## config.mk

```make
export PLATFORM = sky130hd
export DESIGN_NAME = a2d_sweep_ctrl
export DESIGN_NICKNAME = d
export VERILOG_FILES = /design/src/rtl/a2d_sweep_ctrl.sv
export SDC_FILE = /design/constraint.sdc
export NUM_CORES = 1
export LEC_CHECK = 0
export CAP_MARGIN = 10
export CORE_MARGIN = 2
export CORE_UTILIZATION = 49
export CTS_BUF_LIST = sky130_fd_sc_hd__clkbuf_2 sky130_fd_sc_hd__clkbuf_4 sky130_fd_sc_hd__clkbuf_8
export DETAILED_ROUTE_END_ITERATION = 10
export DONT_BUFFER_PORTS = 1
export GPL_TIMING_DRIVEN = 0
export SYNTH_ARGS = -nofsm -noshare
export SYNTH_HDL_FRONTEND = slang
export SYNTH_SLANG_ARGS = --single-unit
```

## constraint.sdc

```tcl
create_clock -name clk -period 2.34 [get_ports clk]
set_input_delay 0.468 -clock clk [delete_from_list [all_inputs] [get_ports clk]]
set_output_delay 0.468 -clock clk [all_outputs]
set_load 0.01 [all_outputs]
```

## src/rtl/a2d_sweep_ctrl.sv

```systemverilog
// Sequences the shared SPI A2D master through left load cell, right load cell and battery.
// Optional battery decimation (1 in 8 sweeps) is enabled with `define A2D_BATT_DECIM_EN.
module a2d_sweep_ctrl #(
    parameter logic [2:0]  LFT_CH  = 3'd0,
    parameter logic [2:0]  RGHT_CH = 3'd4,
    parameter logic [2:0]  BATT_CH = 3'd5,
    parameter int unsigned GAP_CYC = 2
) (
    input  logic        clk,
    input  logic        rst_n,
    input  logic        nxt,
    output logic        wrt,
    output logic [15:0] cmd,
    input  logic        done,
    input  logic [15:0] rd_data,
    output logic [11:0] lft_ld,
    output logic [11:0] rght_ld,
    output logic [11:0] batt,
    output logic        cnv_cmplt,
    output logic        busy
);

    typedef enum logic [2:0] {
        StIdle, StCmd, StWaitC, StGapC, StRd, StWaitR, StGapN, StFin
    } state_e;

    // GAP states last GAP_CYC clocks: load N-1 and leave when the count reaches zero
    localparam logic [3:0] GapLoad = 4'(GAP_CYC - 1);

    state_e      state_q, state_d;
    logic [1:0]  idx_q, idx_d;
    logic [3:0]  gap_q, gap_d;
    logic        pend_q, pend_d;
    logic        wrt_q, wrt_d;
    logic [15:0] cmd_q, cmd_d;
    logic        cnv_q, cnv_d;
    logic        busy_q, busy_d;
    logic [11:0] lft_q, lft_d;
    logic [11:0] rght_q, rght_d;
    logic [11:0] batt_q, batt_d;
`ifdef A2D_BATT_DECIM_EN
    logic [2:0]  swp_q, swp_d;
`endif

    logic unused_rd_hi;
    assign unused_rd_hi = ^rd_data[15:12];

    function automatic logic [15:0] chan_cmd(input logic [1:0] idx);
        logic [2:0] ch;
        case (idx)
            2'd0:    ch = LFT_CH;
            2'd1:    ch = RGHT_CH;
            default: ch = BATT_CH;
        endcase
        return {2'b00, ch, 11'h000};
    endfunction

    always_comb begin
        state_d = state_q;
        idx_d   = idx_q;
        gap_d   = gap_q;
        lft_d   = lft_q;
        rght_d  = rght_q;
        batt_d  = batt_q;
        cmd_d   = cmd_q;
        pend_d  = pend_q | (nxt & (state_q != StIdle));
`ifdef A2D_BATT_DECIM_EN
        swp_d   = swp_q;
`endif

        case (state_q)
            StIdle: begin
                if (nxt) begin
                    idx_d   = 2'd0;
                    state_d = StCmd;
                end
            end
            StCmd: state_d = StWaitC;
            StWaitC: begin
                if (done) begin
                    gap_d   = GapLoad;
                    state_d = StGapC;
                end
            end
            StGapC: begin
                if (gap_q == 4'd0) state_d = StRd;
                else               gap_d   = gap_q - 4'd1;
            end
            StRd: state_d = StWaitR;
            StWaitR: begin
                if (done) begin
                    case (idx_q)
                        2'd0:    lft_d  = rd_data[11:0];
                        2'd1:    rght_d = rd_data[11:0];
                        default: batt_d = rd_data[11:0];
                    endcase
                    if (idx_q == 2'd2) begin
                        state_d = StFin;
`ifdef A2D_BATT_DECIM_EN
                    end else if ((idx_q == 2'd1) && (swp_q != 3'd0)) begin
                        state_d = StFin;
`endif
                    end else begin
                        idx_d   = idx_q + 2'd1;
                        gap_d   = GapLoad;
                        state_d = StGapN;
                    end
                end
            end
            StGapN: begin
                if (gap_q == 4'd0) state_d = StCmd;
                else               gap_d   = gap_q - 4'd1;
            end
            StFin: begin
`ifdef A2D_BATT_DECIM_EN
                swp_d = swp_q + 3'd1;
`endif
                // A nxt landing in FIN counts as pending so the next sweep starts at once
                pend_d = 1'b0;
                if (pend_q || nxt) begin
                    idx_d   = 2'd0;
                    state_d = StCmd;
                end else begin
                    state_d = StIdle;
                end
            end
            default: state_d = StIdle;
        endcase

        // Outputs are registered so they line up with the state being entered
        wrt_d  = (state_d == StCmd) || (state_d == StRd);
        cnv_d  = (state_d == StFin);
        busy_d = (state_d != StIdle);
        if (state_d == StCmd)     cmd_d = chan_cmd(idx_d);
        else if (state_d == StRd) cmd_d = 16'h0000;
    end

    always_ff @(posedge clk or negedge rst_n) begin
        if (!rst_n) begin
            state_q <= StIdle;
            idx_q   <= 2'd0;
            gap_q   <= 4'd0;
            pend_q  <= 1'b0;
            wrt_q   <= 1'b0;
            cmd_q   <= 16'h0000;
            cnv_q   <= 1'b0;
            busy_q  <= 1'b0;
            lft_q   <= 12'h000;
            rght_q  <= 12'h000;
            batt_q  <= 12'h000;
`ifdef A2D_BATT_DECIM_EN
            swp_q   <= 3'd0;
`endif
        end else begin
            state_q <= state_d;
            idx_q   <= idx_d;
            gap_q   <= gap_d;
            pend_q  <= pend_d;
            wrt_q   <= wrt_d;
            cmd_q   <= cmd_d;
            cnv_q   <= cnv_d;
            busy_q  <= busy_d;
            lft_q   <= lft_d;
            rght_q  <= rght_d;
            batt_q  <= batt_d;
`ifdef A2D_BATT_DECIM_EN
            swp_q   <= swp_d;
`endif
        end
    end

    assign wrt       = wrt_q;
    assign cmd       = cmd_q;
    assign cnv_cmplt = cnv_q;
    assign busy      = busy_q;
    assign lft_ld    = lft_q;
    assign rght_ld   = rght_q;
    assign batt      = batt_q;

endmodule

```

==> results of run 1 <==
per-layer routing:
layer | GRT usage, % | vias to the layer above | wire length, um
met5 | 0 | - | 0
met4 | 5.86 | 0 | 66
met3 | 5.76 | 6 | 292
met2 | 30.3 | 46 | 2310
met1 | 18.5 | 733 | 1710
li1 | - | 686 | -
area by class of cell:
cell class / count / area (um^2) / share of cell area (%)
Clock inverter: 3 / 67.6 / 2.51
Tap cell: 67 / 83.8 / 3.12
Buffer: 23 / 173 / 6.42
Timing Repair Buffer: 1 / 27.5 / 1.02
Multi-Input combinational cell: 125 / 968 / 36.0
Inverter: 6 / 22.5 / 0.838
Sequential cell: 51 / 1280 / 47.5
Clock buffer: 5 / 68.8 / 2.56
final timing paths:
check	cells after the start	slack, ns	from	to
setup reg to reg	7	0.31	gap_q[0]	cmd[11]
hold reg to reg	2	0.56	gap_q[1]	gap_q[1]
hold / removal	1	0.01	rst_n	state_q[2]
min in group clk	1	0.31	rd_data[1]	batt[1]
setup / recovery	7	0.31	gap_q[0]	cmd[11]
max in group asynchronous	1	2.11	rst_n	rght_ld[3]
cells in the mapped netlist, drive strengths merged (3+ instances only):
cell,number
dfrtp,51
mux2,37
buf,20
nand2,13
o21ai,11
nor2,8
inv,6
ha,5
a22o,4
nand2b,4
a32o,3
clkbuf,3
nand3,3
nor3b,3
flip-flops by register name (all words and copies together), names as in the netlist:
name       flops
batt          12
state_q        3
rght_ld       12
cnv_cmplt      1
cmd            2
wrt            1
idx_q          2
lft_ld        12
pend_q         1
busy           1
gap_q          4
layout by cell type, fill, tap and decap left out, types with 4 or more instances in the layout:
master	synthesis	final
nand2_1	13	13
ha_1	5	5
dfrtp_1	51	51
mux2_2	37	37
nand2b_1	4	4
clkbuf_8	0	5
o21ai_0	11	11
conb_1	1	14
nor2_1	8	8
buf_4	17	17
inv_1	6	6
power by group:
part	switching [mW]	internal [mW]	total [mW]	leakage (nW)
registers	0.322	1.18	1.50	0.675
clock network	0.277	0.426	0.703	0.0644
logic	0.517	0.482	0.999	0.580
through the flow:
step / power (mW) / instances
4_1_cts: 3.24 / 281
2_1_floorplan: 2.28 / 205
5_1_grt: 3.44 / 281
3_3_place_gp: 2.44 / 272
3_5_place_dp: 2.51 / 272
6_report: 3.21 / 281
critical path, cell delays in order (launching register included):
cell and delay, ns:
dfrtp_1 0.39, inv_1 0.10, ha_1 0.23, nor3b_4 0.37
nand2_1 0.14, mux2_2 0.29, o2111ai_2 0.24, a32o_1 0.21
cell families (layout without fill, tap and decap cells):
kind of cell	count (synthesis)	in the layout	synth area share [%]
mux	38	38	17.8
compound gates	31	31	9.37
simple gates	36	36	8.11
flops	51	51	53.4
xor+xnor	1	1	0.366
other cells	1	14	0.157
buf+inv	29	38	8.16
fa+ha+maj	5	5	2.62
timing repair:
| item | CTS | global route |
|---|---|---|
| gates resized for setup | 0 | 0 |
| endpoints found under the hold margin | 51 | 0 |
| hold buffers | 1 | 0 |
| endpoints found under the setup margin | 0 | 0 |
| setup buffers | 0 | 0 |
==> metrics.txt, run 1 <==
# TYPE chip_impl_metric gauge
chip_impl_metric{name="synthesis.area",unit="um^2"} 2390
chip_impl_metric{name="layout-area-overhead-vs-synth",unit="%"} 12.4
chip_impl_metric{name="grt_pass1_wl",unit="um"} 6910
chip_impl_metric{name="avgRoutedWirePerCell",unit="um"} 15.6
chip_impl_metric{name="post_synth_edffs",unit=""} 0
chip_impl_metric{name="yosys_warnings",unit=""} 0
chip_impl_metric{name="finalHoldViolations",unit=""} 0
chip_impl_metric{name="globalRouteTotalUtil",unit="%"} 16.9
chip_impl_metric{name="detailedPlacementHpwl",unit="um"} 3200
chip_impl_metric{name="synth_area_per_inst",unit="um^2"} 12.5
chip_impl_info{name="cts_tree",value="yes"} 1
chip_impl_info{name="worst_setup_path_end_kind",value="flip-flop"} 1
chip_impl_metric{name="synth_cells",unit=""} 192
chip_impl_metric{name="die_area",unit="um^2"} 5450
chip_impl_metric{name="drt_drc_violations_left",unit=""} 0
chip_impl_info{name="setup.worst_path.class",value="flip-flop to flip-flop"} 1
chip_impl_metric{name="io_buffer_count",unit=""} 0
chip_impl_metric{name="layout.core_utilization",unit="%"} 56.9
chip_impl_info{name="synth_area_leaders",value="dfrtp_1 53%, mux2_2 17%, buf_4 5.3%, ha_1 2.6%, o21ai_0 2.3%"} 1
chip_impl_metric{name="post_drt_via_cell_ratio",unit=""} 5.23
chip_impl_info{name="outcome",value="complete, no violations"} 1
chip_impl_info{name="synth_flop_cell",value="dfrtp_1"} 1
chip_impl_metric{name="report.final.slew_viol_count",unit=""} 0
chip_impl_metric{name="clock_skew",unit="ns"} 0.00359
chip_impl_metric{name="core_area",unit="um^2"} 4720
chip_impl_metric{name="placement_rows",unit=""} 25
chip_impl_info{name="yosysTopAreaCell",value="dfrtp_1"} 1
chip_impl_metric{name="vias",unit=""} 1471
chip_impl_metric{name="initial_utilization",unit="%"} 50.6
chip_impl_metric{name="fp.dieW",unit="um"} 73.9
chip_impl_metric{name="fin_hold_ws",unit="ns"} 0.0131
chip_impl_metric{name="h_tree_level_count",unit=""} 2
chip_impl_info{name="cts_root_buf",value="clkbuf_8"} 1
chip_impl_metric{name="totalNegativeSetupSlack",unit="ns"} 0
chip_impl_metric{name="fill_cells",unit=""} 399
chip_impl_metric{name="post_route_clock_period_utilization",unit="%"} 86.9
chip_impl_info{name="crit_path_start_kind",value="flip-flop"} 1
chip_impl_metric{name="route.antenna.remaining_nets",unit=""} 0
chip_impl_metric{name="clk_pin_slew_worst_paths",unit="ns"} 0.09
chip_impl_metric{name="drt_pre_antenna_iters",unit=""} 4
chip_impl_metric{name="crit_fanout",unit=""} 8
chip_impl_metric{name="synth_top_cell_area_share",unit="%"} 53.4
chip_impl_metric{name="postPlaceCellArea",unit="um^2"} 2520
chip_impl_metric{name="max_cap_viol_count",unit=""} 0
chip_impl_metric{name="num-nets-final",unit=""} 238
chip_impl_metric{name="floorplan.io_pins",unit=""} 75
chip_impl_metric{name="post_synthesis_cell_type_count",unit=""} 33
chip_impl_metric{name="design_area",unit="um^2"} 2690
chip_impl_metric{name="synth.ff_latch_count",unit=""} 51
chip_impl_metric{name="detailedRoute.firstIterationViolations",unit=""} 52
chip_impl_metric{name="final_layout_size_suffix_gt1_share",unit="%"} 33.2
chip_impl_metric{name="pre_cts_slack",unit="ns"} 0.326
chip_impl_metric{name="antenna_found_initial",unit=""} 0
chip_impl_metric{name="clk_path_buf_depth",unit=""} 2
chip_impl_metric{name="max_clock_freq",unit="GHz"} 0.492
chip_impl_metric{name="globalRoute.totalOverflow",unit=""} 0
chip_impl_metric{name="layout_min_cycle_time",unit="ns"} 2.03
chip_impl_metric{name="share_of_synthesized_registers_carrying_an_async_set_or_reset",unit="%"} 100
chip_impl_info{name="timing.hold.worst.class",value="input port to async pin"} 1
chip_impl_metric{name="gpl.final_weighted_congestion",unit=""} 0.825
chip_impl_metric{name="synth-seq-area-share",unit="%"} 53.4
chip_impl_metric{name="cellPowerDensity",unit="nW/um^2"} 1190
chip_impl_metric{name="insertion_delay",unit="ns"} 0.29
chip_impl_metric{name="cts.sink_count",unit=""} 51
chip_impl_metric{name="post-route-worst-setup-slack",unit="ns"} 0.307
chip_impl_metric{name="grt_pass1_vias",unit=""} 1502
chip_impl_metric{name="cp.required",unit="ns"} 2.58
chip_impl_metric{name="final_number_of_setup_violating_endpoints",unit=""} 0
chip_impl_metric{name="die_y",unit="um"} 73.9
chip_impl_metric{name="leakage",unit="nW"} 1.32
chip_impl_metric{name="worst_ep_arrival_time",unit="ns"} 2.27
chip_impl_metric{name="number_of_clock_buffers_inserted_by_tritoncts",unit=""} 5
chip_impl_metric{name="ir_worst_vdd",unit="mV"} 0.509
chip_impl_metric{name="routed_wirelength",unit="um"} 4370
chip_impl_metric{name="grt_max_degree",unit=""} 52
chip_impl_info{name="unrepaired_setup_endpoints_after_global_routing",value="false"} 1
chip_impl_metric{name="insertedDiodeCount",unit=""} 0
Note: power is estimated with default switching activity, not from simulation.
==> run 2: changes to the inputs <==
--- a/config.mk
+++ b/config.mk
@@ -12,6 +12,7 @@
 export DETAILED_ROUTE_END_ITERATION = 10
 export DONT_BUFFER_PORTS = 1
 export GPL_TIMING_DRIVEN = 0
+export MAX_ROUTING_LAYER = met4
 export SYNTH_ARGS = -nofsm -noshare
 export SYNTH_HDL_FRONTEND = slang
 export SYNTH_SLANG_ARGS = --single-unit
==> run 2 against run 1 <==
Cell count up 0.36%. Largest cell class unchanged. Fmax about the same. Register-to-register slack about the same. Cell area down 1.4%. Die area unchanged. Sequential power about the same. Worst setup slack worse by 0.0014 ns. Clock skew down 0.00088 ns. Power down 6.5%.
==> metrics.txt, run 2 (same netlist as run 1, synthesis figures left out) <==
# TYPE chip_impl_metric gauge
chip_impl_metric{name="globalRoute.totalOverflow",unit=""} 0
chip_impl_metric{name="post-route-worst-setup-slack",unit="ns"} 0.306
chip_impl_metric{name="drt_pre_antenna_iters",unit=""} 6
chip_impl_metric{name="report.final.slew_viol_count",unit=""} 0
chip_impl_metric{name="route.antenna.remaining_nets",unit=""} 0
chip_impl_metric{name="final_layout_size_suffix_gt1_share",unit="%"} 33.0
chip_impl_metric{name="die_y",unit="um"} 73.9
chip_impl_metric{name="cp.required",unit="ns"} 2.58
chip_impl_metric{name="totalNegativeSetupSlack",unit="ns"} 0
chip_impl_info{name="unrepaired_setup_endpoints_after_global_routing",value="false"} 1
chip_impl_info{name="setup.worst_path.class",value="flip-flop to flip-flop"} 1
chip_impl_metric{name="detailedRoute.firstIterationViolations",unit=""} 97
chip_impl_metric{name="layout_min_cycle_time",unit="ns"} 2.03
chip_impl_metric{name="max_cap_viol_count",unit=""} 0
chip_impl_info{name="cts_tree",value="yes"} 1
chip_impl_metric{name="antenna_found_initial",unit=""} 0
chip_impl_info{name="crit_path_start_kind",value="flip-flop"} 1
chip_impl_metric{name="power",unit="mW"} 3.00
chip_impl_metric{name="layout-area-overhead-vs-synth",unit="%"} 10.8
chip_impl_metric{name="worst_ep_arrival_time",unit="ns"} 2.28
chip_impl_metric{name="die_area",unit="um^2"} 5450
chip_impl_metric{name="grt_pass1_vias",unit=""} 1436
chip_impl_metric{name="fin_hold_ws",unit="ns"} 0.309
chip_impl_metric{name="grt_pass1_wl",unit="um"} 6780
chip_impl_metric{name="number_of_clock_buffers_inserted_by_tritoncts",unit=""} 5
chip_impl_metric{name="initial_utilization",unit="%"} 50.6
chip_impl_metric{name="placement_rows",unit=""} 25
chip_impl_metric{name="post_route_clock_period_utilization",unit="%"} 86.9
chip_impl_info{name="cts_root_buf",value="clkbuf_8"} 1
chip_impl_info{name="layout_commonest_cell",value="dfrtp_1"} 1
chip_impl_metric{name="pre_cts_slack",unit="ns"} 0.323
chip_impl_info{name="outcome",value="complete, no violations"} 1
chip_impl_metric{name="ir_worst_vdd",unit="mV"} 0.384
chip_impl_metric{name="routed_wirelength",unit="um"} 4310
chip_impl_metric{name="floorplan.io_pins",unit=""} 75
chip_impl_metric{name="crit_fanout",unit=""} 8
chip_impl_metric{name="grt_max_degree",unit=""} 52
chip_impl_metric{name="leakage",unit="nW"} 1.30
chip_impl_metric{name="cellPowerDensity",unit="nW/um^2"} 1130
chip_impl_metric{name="cts.sink_count",unit=""} 51
chip_impl_info{name="timing.hold.worst.class",value="input port to flip-flop"} 1
chip_impl_metric{name="cts_resized",unit=""} 0
chip_impl_info{name="final_cell_mix",value="51 x dfrtp_1, 37 x mux2_2, 17 x buf_4, 14 x conb_1, 13 x nand2_1"} 1
chip_impl_metric{name="insertedDiodeCount",unit=""} 0
chip_impl_info{name="worst_setup_path_end_kind",value="flip-flop"} 1
chip_impl_metric{name="detailedPlacementHpwl",unit="um"} 3180
chip_impl_metric{name="finalHoldViolations",unit=""} 0
chip_impl_metric{name="h_tree_level_count",unit=""} 2
chip_impl_metric{name="post_drt_via_cell_ratio",unit=""} 5.24
chip_impl_metric{name="drt_drc_violations_left",unit=""} 0
chip_impl_metric{name="insertion_delay",unit="ns"} 0.30
chip_impl_metric{name="clk_pin_slew_worst_paths",unit="ns"} 0.09
chip_impl_metric{name="clk_path_buf_depth",unit=""} 2
chip_impl_metric{name="core_area",unit="um^2"} 4720
chip_impl_metric{name="gpl.final_weighted_congestion",unit=""} 0.832
chip_impl_metric{name="final_number_of_setup_violating_endpoints",unit=""} 0
chip_impl_metric{name="avgRoutedWirePerCell",unit="um"} 15.3
chip_impl_metric{name="fp.dieW",unit="um"} 73.9
chip_impl_metric{name="max_clock_freq",unit="GHz"} 0.492
chip_impl_metric{name="layout.core_utilization",unit="%"} 56.1
chip_impl_metric{name="vias",unit=""} 1479
chip_impl_metric{name="globalRouteTotalUtil",unit="%"} 17.2
chip_impl_metric{name="clock_skew",unit="ns"} 0.00271
chip_impl_metric{name="io_buffer_count",unit=""} 0
chip_impl_metric{name="num-nets-final",unit=""} 239
==> run 2: worst max-delay path, stage by stage, from the launching register on <==
cell	delay (ns)
dfrtp_1	0.40
inv_1	0.10
ha_1	0.23
nor3b_4	0.38
nand2_1	0.14
mux2_2	0.29
o2111ai_2	0.24
a32o_1	0.20
==> run 2: report_power, final <==
group | total (mW) | leakage (nW) | internal (mW) | switching (mW)
Sequential | 1.50 | 0.675 | 1.18 | 0.320
Combinational | 1.00 | 0.584 | 0.483 | 0.520
Clock | 0.494 | 0.0402 | 0.208 | 0.286
==> run 2: path summary, 6_finish.rpt <==
kind | cells past startpoint | end | from | slack (ns)
max in group asynchronous | 2 | rght_ld[8] | rst_n | 1.45
worst min register to register | 1 | idx_q[0] | idx_q[0] | 0.56
min in group asynchronous | 2 | state_q[2] | rst_n | 0.66
worst max register to register | 7 | cmd[11] | gap_q[0] | 0.31
worst min-delay path | 1 | batt[1] | rd_data[1] | 0.31
worst max-delay path | 7 | cmd[11] | gap_q[0] | 0.31
==> run 2: per-stage QoR <==
stage / instances / area [um^2]
final: 282 / 2650
after global routing: 282 / 2650
after CTS: 281 / 2640
after detailed placement: 272 / 2520
after global placement: 272 / 2520
after floorplan: 205 / 2440
==> run 2: layer usage <==
metal	vias up	global-route usage (%)	wire (um)
li1	684	-	-
met1	733	19.1	1720
met2	56	29.3	2190
met3	6	5.76	341
met4	0	5.45	53
met5	-	-	0
==> run 2: repair_timing <==
action                                 4_1_cts  5_1_grt
buffers inserted                             0        0
hold buffers                                 1        1
endpoints found under the hold margin       51        1
setup endpoints to repair                    0        0
==> run 2: area by class of cell <==
class | instances | area [um^2]
multi-input combinational | 125 | 968
clock buffer | 5 | 68.8
tap | 67 | 83.8
sequential | 51 | 1280
fill | 426 | 2070
buffer | 23 | 173
inverter | 6 | 22.5
timing repair buffer | 2 | 37.5
clock inverter | 3 | 20.0
==> run 3: changes to the inputs <==
--- a/config.mk
+++ b/config.mk
@@ -13,6 +13,7 @@
 export DONT_BUFFER_PORTS = 1
 export GPL_TIMING_DRIVEN = 0
 export MAX_ROUTING_LAYER = met4
+export REMOVE_ABC_BUFFERS = 1
 export SYNTH_ARGS = -nofsm -noshare
 export SYNTH_HDL_FRONTEND = slang
 export SYNTH_SLANG_ARGS = --single-unit
==> run 3 against run 2 <==
The run now ends with hold timing left. Register-to-register slack lost 0.15 ns. Combinational power shrank 18%. Sequential share of layout area grew 3.4 points. Largest power group unchanged.
==> metrics.txt, run 3 (same netlist as run 1, synthesis figures left out) <==
# TYPE chip_impl_metric gauge
chip_impl_metric{name="worst_ep_arrival_time",unit="ns"} 2.37
chip_impl_metric{name="grt_pass1_wl",unit="um"} 6600
chip_impl_info{name="outcome",value="finished with violations"} 1
chip_impl_metric{name="slew_at_the_pin_closest_to_its_max_slew_limit",unit="ns"} 0.615
chip_impl_metric{name="die_y",unit="um"} 73.9
chip_impl_metric{name="post_cts_setup_bufs",unit=""} 0
chip_impl_metric{name="layout_min_cycle_time",unit="ns"} 2.19
chip_impl_metric{name="ir_worst_vdd",unit="mV"} 0.447
chip_impl_metric{name="totalNegativeSetupSlack",unit="ns"} 0
chip_impl_metric{name="report.final.slew_viol_count",unit=""} 0
chip_impl_info{name="layout_commonest_cell",value="dfrtp_1"} 1
chip_impl_metric{name="insertedDiodeCount",unit=""} 0
chip_impl_info{name="final_cell_mix",value="51 x dfrtp_1, 37 x mux2_2, 14 x conb_1, 13 x nand2_1, 11 x o21ai_0"} 1
chip_impl_metric{name="clock_skew",unit="ns"} 0.00533
chip_impl_metric{name="initial_utilization",unit="%"} 50.6
chip_impl_metric{name="grt_max_degree",unit=""} 52
chip_impl_metric{name="antenna_found_initial",unit=""} 0
chip_impl_metric{name="drt_drc_violations_left",unit=""} 0
chip_impl_metric{name="fp.dieW",unit="um"} 73.9
chip_impl_metric{name="clk_path_buf_depth",unit=""} 2
chip_impl_metric{name="die_area",unit="um^2"} 5450
chip_impl_metric{name="detailedPlacementHpwl",unit="um"} 2940
chip_impl_metric{name="number_of_clock_buffers_inserted_by_tritoncts",unit=""} 5
chip_impl_info{name="worst_setup_path_end_kind",value="flip-flop"} 1
chip_impl_metric{name="fill_cells",unit=""} 404
chip_impl_metric{name="design_area",unit="um^2"} 2480
chip_impl_metric{name="clk_pin_slew_worst_paths",unit="ns"} 0.09
chip_impl_metric{name="timing.max_slew.rel_slack",unit="%"} 59.0
chip_impl_metric{name="placement_rows",unit=""} 25
chip_impl_info{name="cts_root_buf",value="clkbuf_8"} 1
chip_impl_metric{name="drt_pre_antenna_iters",unit=""} 4
chip_impl_metric{name="h_tree_level_count",unit=""} 2
chip_impl_metric{name="cp.required",unit="ns"} 2.53
chip_impl_metric{name="globalRouteTotalUtil",unit="%"} 16.3
chip_impl_metric{name="final_layout_size_suffix_gt1_share",unit="%"} 26.7
chip_impl_metric{name="gpl.final_weighted_congestion",unit=""} 0.851
chip_impl_metric{name="post_route_clock_period_utilization",unit="%"} 93.4
chip_impl_metric{name="numPlacedInstances",unit=""} 249
chip_impl_metric{name="insertion_delay",unit="ns"} 0.30
chip_impl_metric{name="crit_fanout",unit=""} 19
chip_impl_metric{name="core_area",unit="um^2"} 4720
chip_impl_metric{name="globalRoute.totalOverflow",unit=""} 0
chip_impl_metric{name="cts_resized",unit=""} 0
chip_impl_metric{name="critPathBufInv",unit=""} 0
chip_impl_metric{name="io_buffer_count",unit=""} 0
chip_impl_metric{name="postPlaceCellArea",unit="um^2"} 2350
chip_impl_info{name="critPathTopFamily",value="simple AND/OR/NAND/NOR gates"} 1
chip_impl_metric{name="num-nets-final",unit=""} 215
chip_impl_metric{name="vias",unit=""} 1405
chip_impl_metric{name="final_number_of_setup_violating_endpoints",unit=""} 0
chip_impl_metric{name="fin_hold_ws",unit="ns"} -0.00249
chip_impl_info{name="cts_tree",value="yes"} 1
chip_impl_metric{name="layout-area-overhead-vs-synth",unit="%"} 3.61
chip_impl_metric{name="power",unit="mW"} 2.95
chip_impl_info{name="setup.worst_path.class",value="flip-flop to flip-flop"} 1
chip_impl_metric{name="cellPowerDensity",unit="nW/um^2"} 1190
chip_impl_metric{name="instances_no_fill",unit=""} 258
chip_impl_metric{name="route.antenna.remaining_nets",unit=""} 0
chip_impl_metric{name="avgRoutedWirePerCell",unit="um"} 16.0
chip_impl_metric{name="cts.sink_count",unit=""} 51
chip_impl_metric{name="grt_pass1_vias",unit=""} 1374
chip_impl_info{name="timing.hold.worst.class",value="input port to async pin"} 1
chip_impl_info{name="unrepaired_setup_endpoints_after_global_routing",value="true"} 1
chip_impl_info{name="cpMostUsedCell",value="nand2_1"} 1
chip_impl_metric{name="max_cap_viol_count",unit=""} 0
chip_impl_metric{name="max_stage_delay",unit="ns"} 0.67
chip_impl_metric{name="post_drt_via_cell_ratio",unit=""} 5.45
chip_impl_info{name="cp_cell_sequence",value="nand2_1, nor3b_4, nand2_1, mux2_2"} 1
chip_impl_metric{name="finalHoldViolations",unit=""} 2
chip_impl_info{name="violations",value="hold timing"} 1
chip_impl_metric{name="routed_wirelength",unit="um"} 4120
chip_impl_info{name="crit_path_start_kind",value="flip-flop"} 1
chip_impl_metric{name="detailedRoute.firstIterationViolations",unit=""} 77
chip_impl_metric{name="leakage",unit="nW"} 1.19
chip_impl_info{name="critPathSlowestCell",value="dfrtp_1"} 1
chip_impl_metric{name="max_clock_freq",unit="GHz"} 0.458
chip_impl_metric{name="floorplan.io_pins",unit=""} 75
==> run 3: cell count changes in the layout (fill, tap and decap cells not counted), sizes merged <==
cell,previous run,this run
buf,21,1
dlygate4sd3,1,0
clkbuf,8,6
clkinvlp,2,1
==> run 3: path summary, 6_finish.rpt <==
kind / depth (start not counted) / start / to / slack [ns]
worst max-delay path: 4 / state_q[2] / rght_ld[4] / 0.15
worst min-delay path: 1 / rst_n / lft_ld[5] / -0.002
worst max register to register: 4 / state_q[2] / rght_ld[4] / 0.15
worst min register to register: 2 / gap_q[1] / gap_q[1] / 0.53
max in group asynchronous: 1 / rst_n / lft_ld[2] / 2.11
min in group clk: 1 / rd_data[7] / batt[7] / 0.31
==> run 3: repair_timing <==
action                                  in CTS  in global routing
hold buffers                                 1                  0
endpoints found under the hold margin       51                  0
endpoints found under the setup margin       0                  7
==> run 3: final cells by class <==
class	instances	area, um^2	area share [%]
timing repair buffer	1	27.5	1.11
clock buffer	6	82.6	3.33
tap	67	83.8	3.38
clock inverter	2	16.3	0.657
multi-input combinational	125	968	39.1
inverter	6	22.5	0.909
sequential	51	1280	51.5
==> run 3: report_power, final <==
part	switching (mW)	leakage (nW)	internal, mW
registers	0.415	0.675	1.18
clock network	0.286	0.0474	0.242
logic	0.397	0.467	0.427
total	1.10	1.19	1.85
==> run 3: per-stage QoR <==
stage | setup WS [ns] | util [%]
global placement | 0.205 | 49.8
CTS | 0.132 | 52.5
floorplan | 0.574 | -
global route | -0.0138 | 52.5
detailed placement | 0.144 | 49.8
finish | 0.154 | 52.5
==> run 3: metal layers <==
layer	track usage [%]	wire length, um	vias to the layer above
li1	-	-	647
met4	4.65	38	0
met1	18.7	1670	702
met2	26.9	2070	50
met3	6.04	347	6
met5	-	0	-
